File: src/rtl/clk_div_monitor.sv
// clk_div_monitor: syncs a divided clock, strobes its edges, measures period/high time, tracks lock (duty check via CLK_MON_DUTY_CHECK_EN)
module clk_div_monitor #(
    parameter int SYNC_STAGES = 2,
    parameter int CNT_W       = 8,
    parameter int NOM_PERIOD  = 25,
    parameter int NOM_HIGH    = 12,
    parameter int TOL         = 1,
    parameter int LOCK_COUNT  = 4
) (
    input  logic             clk_100mhz,
    input  logic             reset,
    input  logic             clk_in,
    input  logic             err_clr,
    output logic             rise_stb,
    output logic             fall_stb,
    output logic [CNT_W-1:0] period,
    output logic [CNT_W-1:0] high_time,
    output logic             period_valid,
    output logic             locked,
    output logic             err
);
    localparam logic [CNT_W-1:0] CNT_MAX = '1;
    localparam int TO_INT = 2 * NOM_PERIOD;
    localparam logic [CNT_W-1:0] TIMEOUT = (TO_INT > (2 ** CNT_W) - 1) ? CNT_MAX : CNT_W'(TO_INT);
    localparam int GW = $clog2(LOCK_COUNT + 1);
    localparam logic [GW-1:0] LOCK_LAST = GW'(LOCK_COUNT - 1);
    localparam logic signed [CNT_W:0] NOM_P_S = (CNT_W+1)'(NOM_PERIOD);
    localparam logic signed [CNT_W:0] NOM_H_S = (CNT_W+1)'(NOM_HIGH);
    localparam logic signed [CNT_W:0] TOL_S   = (CNT_W+1)'(TOL);
`ifdef CLK_MON_DUTY_CHECK_EN
    localparam logic DUTY_EN = 1'b1;
`else
    localparam logic DUTY_EN = 1'b0;
`endif

    typedef enum logic {ACQ, LOCKED} state_t;

    logic [SYNC_STAGES-1:0] sync;
    logic [SYNC_STAGES:0]   fill;
    logic                   synced, hist, saw_low, armed, good_p;
    logic [CNT_W-1:0]       cnt;
    logic signed [CNT_W:0]  p_diff, h_diff;
    logic                   p_ok, h_ok, timeout, bad, hit, err_set;
    state_t                 state, next_state;
    logic [GW-1:0]          good_cnt, good_nx;

    assign synced = sync[SYNC_STAGES-1];
    assign locked = (state == LOCKED);

    always_comb begin
        p_diff  = $signed({1'b0, cnt}) - NOM_P_S;
        h_diff  = $signed({1'b0, high_time}) - NOM_H_S;
        p_ok    = (p_diff <= TOL_S) && (p_diff >= -TOL_S);
        h_ok    = (h_diff <= TOL_S) && (h_diff >= -TOL_S);
        timeout = (cnt == TIMEOUT) && !rise_stb;
    end

    // A rise only counts once a post-reset low has been seen, so a clock already high at release is ignored
    always_ff @(posedge clk_100mhz) begin
        if (!reset) begin
            sync         <= '0;
            fill         <= '0;
            hist         <= 1'b0;
            saw_low      <= 1'b0;
            rise_stb     <= 1'b0;
            fall_stb     <= 1'b0;
            cnt          <= '0;
            armed        <= 1'b0;
            period_valid <= 1'b0;
            period       <= '0;
            high_time    <= '0;
            good_p       <= 1'b0;
        end else begin
            sync         <= {sync[SYNC_STAGES-2:0], clk_in};
            fill         <= {fill[SYNC_STAGES-1:0], 1'b1};
            hist         <= synced;
            saw_low      <= saw_low | (fill[SYNC_STAGES] & ~synced);
            rise_stb     <= synced & ~hist & saw_low;
            fall_stb     <= ~synced & hist;
            cnt          <= rise_stb ? CNT_W'(1) : (cnt == CNT_MAX ? cnt : cnt + 1'b1);
            armed        <= armed | rise_stb;
            period_valid <= rise_stb & armed;
            if (rise_stb && armed) begin
                period <= cnt;
                good_p <= p_ok & (h_ok | ~DUTY_EN);
            end
            if (fall_stb && armed)
                high_time <= cnt;
        end
    end

    always_comb begin
        bad        = timeout | (period_valid & ~good_p);
        hit        = period_valid & good_p & (good_cnt == LOCK_LAST) & ~bad;
        next_state = (state == ACQ) ? (hit ? LOCKED : ACQ) : (bad ? ACQ : LOCKED);
        good_nx    = (bad || hit || state == LOCKED) ? '0 : (period_valid ? good_cnt + 1'b1 : good_cnt);
        err_set    = (state == LOCKED) & bad;
    end

    always_ff @(posedge clk_100mhz) begin
        if (!reset) begin
            state    <= ACQ;
            good_cnt <= '0;
            err      <= 1'b0;
        end else begin
            state    <= next_state;
            good_cnt <= good_nx;
            err      <= err_set | (err & ~err_clr);
        end
    end
endmodule

File: config.mk
export PLATFORM = sky130hd
export DESIGN_NAME = clk_div_monitor
export DESIGN_NICKNAME = d
export VERILOG_FILES = /design/src/rtl/clk_div_monitor.sv
export SDC_FILE = /design/constraint.sdc
export NUM_CORES = 1
export LEC_CHECK = 0
export BUFFER_PORTS_ARGS = -buffer_cell sky130_fd_sc_hd__buf_2
export CORE_MARGIN = 2
export CORE_UTILIZATION = 40
export CTS_CLUSTER_SIZE = 28
export DETAILED_ROUTE_END_ITERATION = 12
export GPL_TIMING_DRIVEN = 1
export PLACE_DENSITY_LB_ADDON = 0.12
export SLEW_MARGIN = 15
export SYNTH_ARGS = -nofsm -noshare
export SYNTH_HDL_FRONTEND = slang
export SYNTH_SLANG_ARGS = --single-unit
File: constraint.sdc
create_clock -name clk_100mhz -period 1.8 [get_ports clk_100mhz]
set_clock_uncertainty 0.05 [all_clocks]
set_input_delay 0.18 -clock clk_100mhz [delete_from_list [all_inputs] [get_ports clk_100mhz]]
set_output_delay 0.18 -clock clk_100mhz [all_outputs]
set_load 0.1 [all_outputs]
After elaboration in Yosys (flattened, before gate mapping):

Index checks and enable logic that the tools add are counted.

* add/subtract/negate cells: 3
* $lt $le $gt $ge: 2
* eq/ne operators: 4
* muxes and demuxes: 6
* bitwise gates (word level): 21
* reductions and logical operators: 9

Operators by type and width (count)
* bitwise AND 1 bit: 11
* >= comparator 9 x 1 -> 1 bit, second input constant: 1
* less-or-equal comparator 9 x 2 -> 1 bit, second input constant: 1
* subtractor 8 x 5 -> 9 bit, second input constant: 1
* adder 8 x 1 -> 8 bit, second input constant: 1
* == test 8 x 6 -> 1 bit, second input constant: 1
* == test 8 bit, second input constant: 1
* two-way mux 1 bit: 6
* inverter 1 bit: 6
* logical AND 1 bit: 4
* bitwise OR 1 bit: 4
* OR reduction 2 bit: 2
* adder 3 x 1 -> 3 bit, second input constant: 1
* == test 3 x 2 -> 1 bit, second input constant: 1
* logical OR 1 bit: 2
* != test 2 bit, second input constant: 1
* logical NOT 1 bit: 1

* register bits: 41
* input port bits: 4
* output and inout bits: 21
* word-level logic and storage cells: 62

Depth between registers and ports, before layout:

* depth after elaboration: 8
* gate-level depth with buffers: 7
* gate-level depth less buffers: 6

Worst setup path before layout:

Ideal clock, no wire load.

* path kind: reg-to-reg
* from: register rise_stb
* to: register good_p
* setup time: 96 ps
* arrival time: 1723 ps
* required time: 1654 ps
* slack: -69 ps
* stages on the path, launching flop included: 4
* path buffers: 0
* clock period less this slack: 1869 ps
* cell sequence: dfxtp_1 > and3_2 > nand2_1 > o41ai_2

* cells in the longest elaborated chain, start to end: 1

RTL lines
* from (decl): line 14 `output logic rise_stb,`
* from (signal assigned): line 78 `rise_stb <= synced & ~hist & saw_low;`
* logical AND 1 bit: line 83 `if (rise_stb && armed) begin`
* to (signal assigned): line 85 `good_p <= p_ok & (h_ok | ~DUTY_EN);`
* to (decl): line 40 `logic synced, hist, saw_low, armed, good_p;`

No other way between the ends.
A chain may end at the register's enable or synchronous reset.

Worst setup path in the final report:

* from: register cnt[0]
* to: register good_p

* cells in the longest elaborated chain, start to end: 3
* elaborated cells between the ends (all ways): 4
* those cells by class: 1 x add/sub; 2 x order compare; 1 x reduce/logical

RTL lines
* from (decl): line 41 `logic [CNT_W-1:0] cnt;`
* from (signal assigned): line 80 `cnt <= rise_stb ? CNT_W'(1) : (cnt == CNT_MAX ? cnt : cnt + 1'b1);`
* subtractor 8 x 5 -> 9 bit (*): line 51 `p_diff = $signed({1'b0, cnt}) - NOM_P_S;`
* less-or-equal comparator 9 x 2 -> 1 bit / >= comparator 9 x 1 -> 1 bit (equally long branches): line 53 `p_ok = (p_diff <= TOL_S) && (p_diff >= -TOL_S);`
* logical AND 1 bit (*): line 53

Mark *: on every way between the ends. The rest lies on a longest branch, timed or not.

==> key figures <==
Drt
  • First-pass DRT Iterations: 4
  • Top routing layer used: met4
  • Initial DRC Count: 65
  • Via total after detailed routing: 1444
  • WL final: 3890 µm
  • Vias per cell: 5.19
  • Routed len/inst: 14.0 µm
  • Routed length on met1: 1680 µm
  • # DRC: 0
  • Routed wl met2: 1970 µm
  • Routed wl met3: 182 µm
  • Post-route ant nets: 0

Finish
  • Layout Cells excl Fill: 278
  • Layout cell share with drive strength beyond 1: 0.235
  • Nets@finish: 235
  • Diode count: 0
  • Layout area overhead: 17.3%

Timing
  • Rel. slew slack: 0.666
  • RSZ-0062 raised after global routing: no
  • Final TNS setup: 0 ns
  • Final Max Tran Viols: 0
  • Final critical-path required period: 1.69 ns
  • Slew @ Worst Pin: 0.500 ns
  • Hold Violations, Final: 0
  • Worst setup margin: 0.113 ns
  • Finish-stage setup viols: 0
  • Fmax: 593 MHz
  • Tcrit/Tclk final: 0.937

Yosys
  • Post-Syn Area: 1810 µm²
  • Post-synthesis simple-gate area fraction: 0.255
  • Synth unique cells: 45
  • Compound-Gate Fraction of Synth Area: 0.152
  • Proportion of synthesized chip area in sequential cells: 0.454
  • Synthesized Nets: 210
  • Synth top area cells: dfxtp_1 (45%), a21boi_0 (6.6%), nand2_1 (6.6%), ha_1 (4.2%), nand3_1 (3.3%)
  • Post-synth top cells: dfxtp_1 (41), nand2_1 (32), a21boi_0 (16)
  • Synthesized area per cell: 9.03 µm²
  • Yosys top cell area share: 0.454
  • Synth Area in XOR/XNOR: 0.0242
  • Cell taking the most area after synthesis: dfxtp_1
  • Post-synthesis adder-cell area fraction: 0.0416
  • Asr flop ratio synth: 0
  • Number of synthesized flops with an enable pin: 0
  • Ys Warns: 0
  • Largest family of logic cells by synthesized area: simple AND/OR/NAND/NOR gates
  • Mux cell area share after synthesis: 0.0166
  • #FFs+latches synth: 41
  • Commonest register cell after synthesis: dfxtp_1
  • Most frequent cell after synthesis: dfxtp_1
  • Post-Synthesis Cells: 200

Critical path
  • Delay-heaviest family, CP: simple AND/OR/NAND/NOR gates
  • Max stage delay on crit path: 0.38 ns
  • Critical-path top delay cell: or3_1
  • Startpoint type of the worst setup path: register
  • Critical path capture point type: register
  • CP Class: reg -> reg
  • Crit-path cells: inv_1 -> ha_1 -> nor2b_4 -> or3_1 -> o221a_1 -> o41ai_2
  • CP Depth: 6
  • Worst path bufs/invs: 1
  • WP data required: 1.96 ns
  • Data arrival time of the worst path: 1.85 ns
  • R2R depth: 6
  • Crit path max fanout: 3

Die
  • Initial Util: 0.415
  • Row cnt: 24
  • Die area: 5070 µm²
  • Die width: 71.2 µm
  • Core area: 4350 µm²
  • Die extent in y: 71.2 µm
  • Ports: 25

Placed design
  • Port Buf Inserts: 24
  • RD Place Congestion: 0.829
  • Place WS: 0.115 ns
  • Dpl hpwl: 2740 µm
  • Placed cells: 270

Pwr
  • Total power: 1.94 mW
  • Max VDD drop: 0.589 mV
  • Power per Cell Area: 914 nW/µm²
  • LEAKAGE: 0.835 nW

GRT
  • Initial antenna violation count: 0
  • Total grt overflow: 0
  • Number of global-route vias before repair: 1480
  • Largest net degree at the start of global routing: 27
  • Global-route wire length before repair: 6890 µm
  • Tot GR Track Use: 0.172

Clock tree
  • CTS tree: yes
  • Clk Latency, worst-skew pair: 0.30 ns
  • CTS H-tree lvls: 2
  • Root Buffer: clkbuf_8
  • Clock slew seen by the registers of the worst setup and hold paths: 0.09 ns
  • Total CTS buffers: 5
  • Post-CTS setup buffer count: 0
  • CTS Buffer Depth: 2
  • Sink Count: 41

Outcome
  • Status: finished clean

Worst hold path
  • Hold depth: 2
  • Min-delay worst type: in -> reg

Flow run
  • Max cap viols: 0
==> metrics by stage <==
step,util,instance area [µm²],hold slack (ns)
6_report,0.487,2120,0.0412
5_1_grt,0.487,2120,0.0487
4_1_cts,0.485,2110,0.0318
3_5_place_dp,0.454,1980,0.344
3_3_place_gp,0.454,1980,0.344
2_1_floorplan,-,1810,0.158
==> power breakdown <==
part           total [mW]  leakage [nW]  internal (mW)  switching, mW
clock               0.891        0.0687          0.558          0.333
sequential          0.931         0.333          0.919         0.0115
combinational       0.115         0.433         0.0527         0.0628
==> routing by layer <==
metal / GRT usage / up-vias
li1: - / 725
met2: 0.306 / 30
met5: 0 / -
met1: 0.199 / 681
met3: 0.0513 / 8
met4: 0.0503 / 0
==> cell usage in the layout (no fill, tap or decap), types with 2 or more instances in the layout <==
cell type  netlist  routed
dfxtp_1         41      39
nand2_1         32      32
buf_2            2      24
a21boi_0        16      16
nor2_1          15      15
nand3_1         12      12
buf_4            1       8
and2_1           7       7
inv_1            6       6
ha_1             6       6
clkbuf_8         0       5
nor2b_1          4       4
xnor2_1          3       3
nor3_1           3       3
mux2i_1          3       3
o2111ai_1        3       3
o21ai_0          3       3
o21a_1           3       3
nor4b_2          1       2
nand2b_1         2       2
xor2_1           2       2
or3_1            2       2
a21oi_1          2       2
bufinv_16        0       2
dfxtp_2          0       2
==> flip-flops by register name, summed over array words and instances (netlist names), 2 cells and up <==
register,flops
sync,2
good_cnt,3
cnt,8
high_time,8
period,8
fill,3
==> cells by family (layout without fill, tap and decap cells) <==
group / after synthesis / after routing
buffers and inverters: 20 / 46
DFF: 41 / 41
AOI/OAI and AO/OA: 35 / 35
adders and majority gates: 6 / 6
and+or+nand+nor: 90 / 90
xor gates and xnor gates: 5 / 5
muxes: 3 / 3
==> area by class of cell <==
class | count | area (µm²)
clock buffer | 5 | 68.8
clock inverter | 3 | 68.8
fill | 404 | 2230
inverter | 6 | 22.5
multi-input combinational | 139 | 891
sequential | 41 | 823
tap | 52 | 65.1
timing repair buffer | 32 | 180
==> what timing repair did <==
item,in CTS,in global routing
hold buffers,0,0
resized for setup,0,1
endpoints found under the setup margin,0,1
==> worst paths after layout <==
| kind | startpoint | slack, ns | to |
|---|---|---|---|
| max | cnt[0] | 0.11 | good_p |
| min | clk_in | 0.04 | sync[0] |
| max reg2reg | cnt[0] | 0.11 | good_p |
| min reg2reg | hist | 0.38 | fall_stb |
Note: power is estimated with default switching activity, not from simulation.
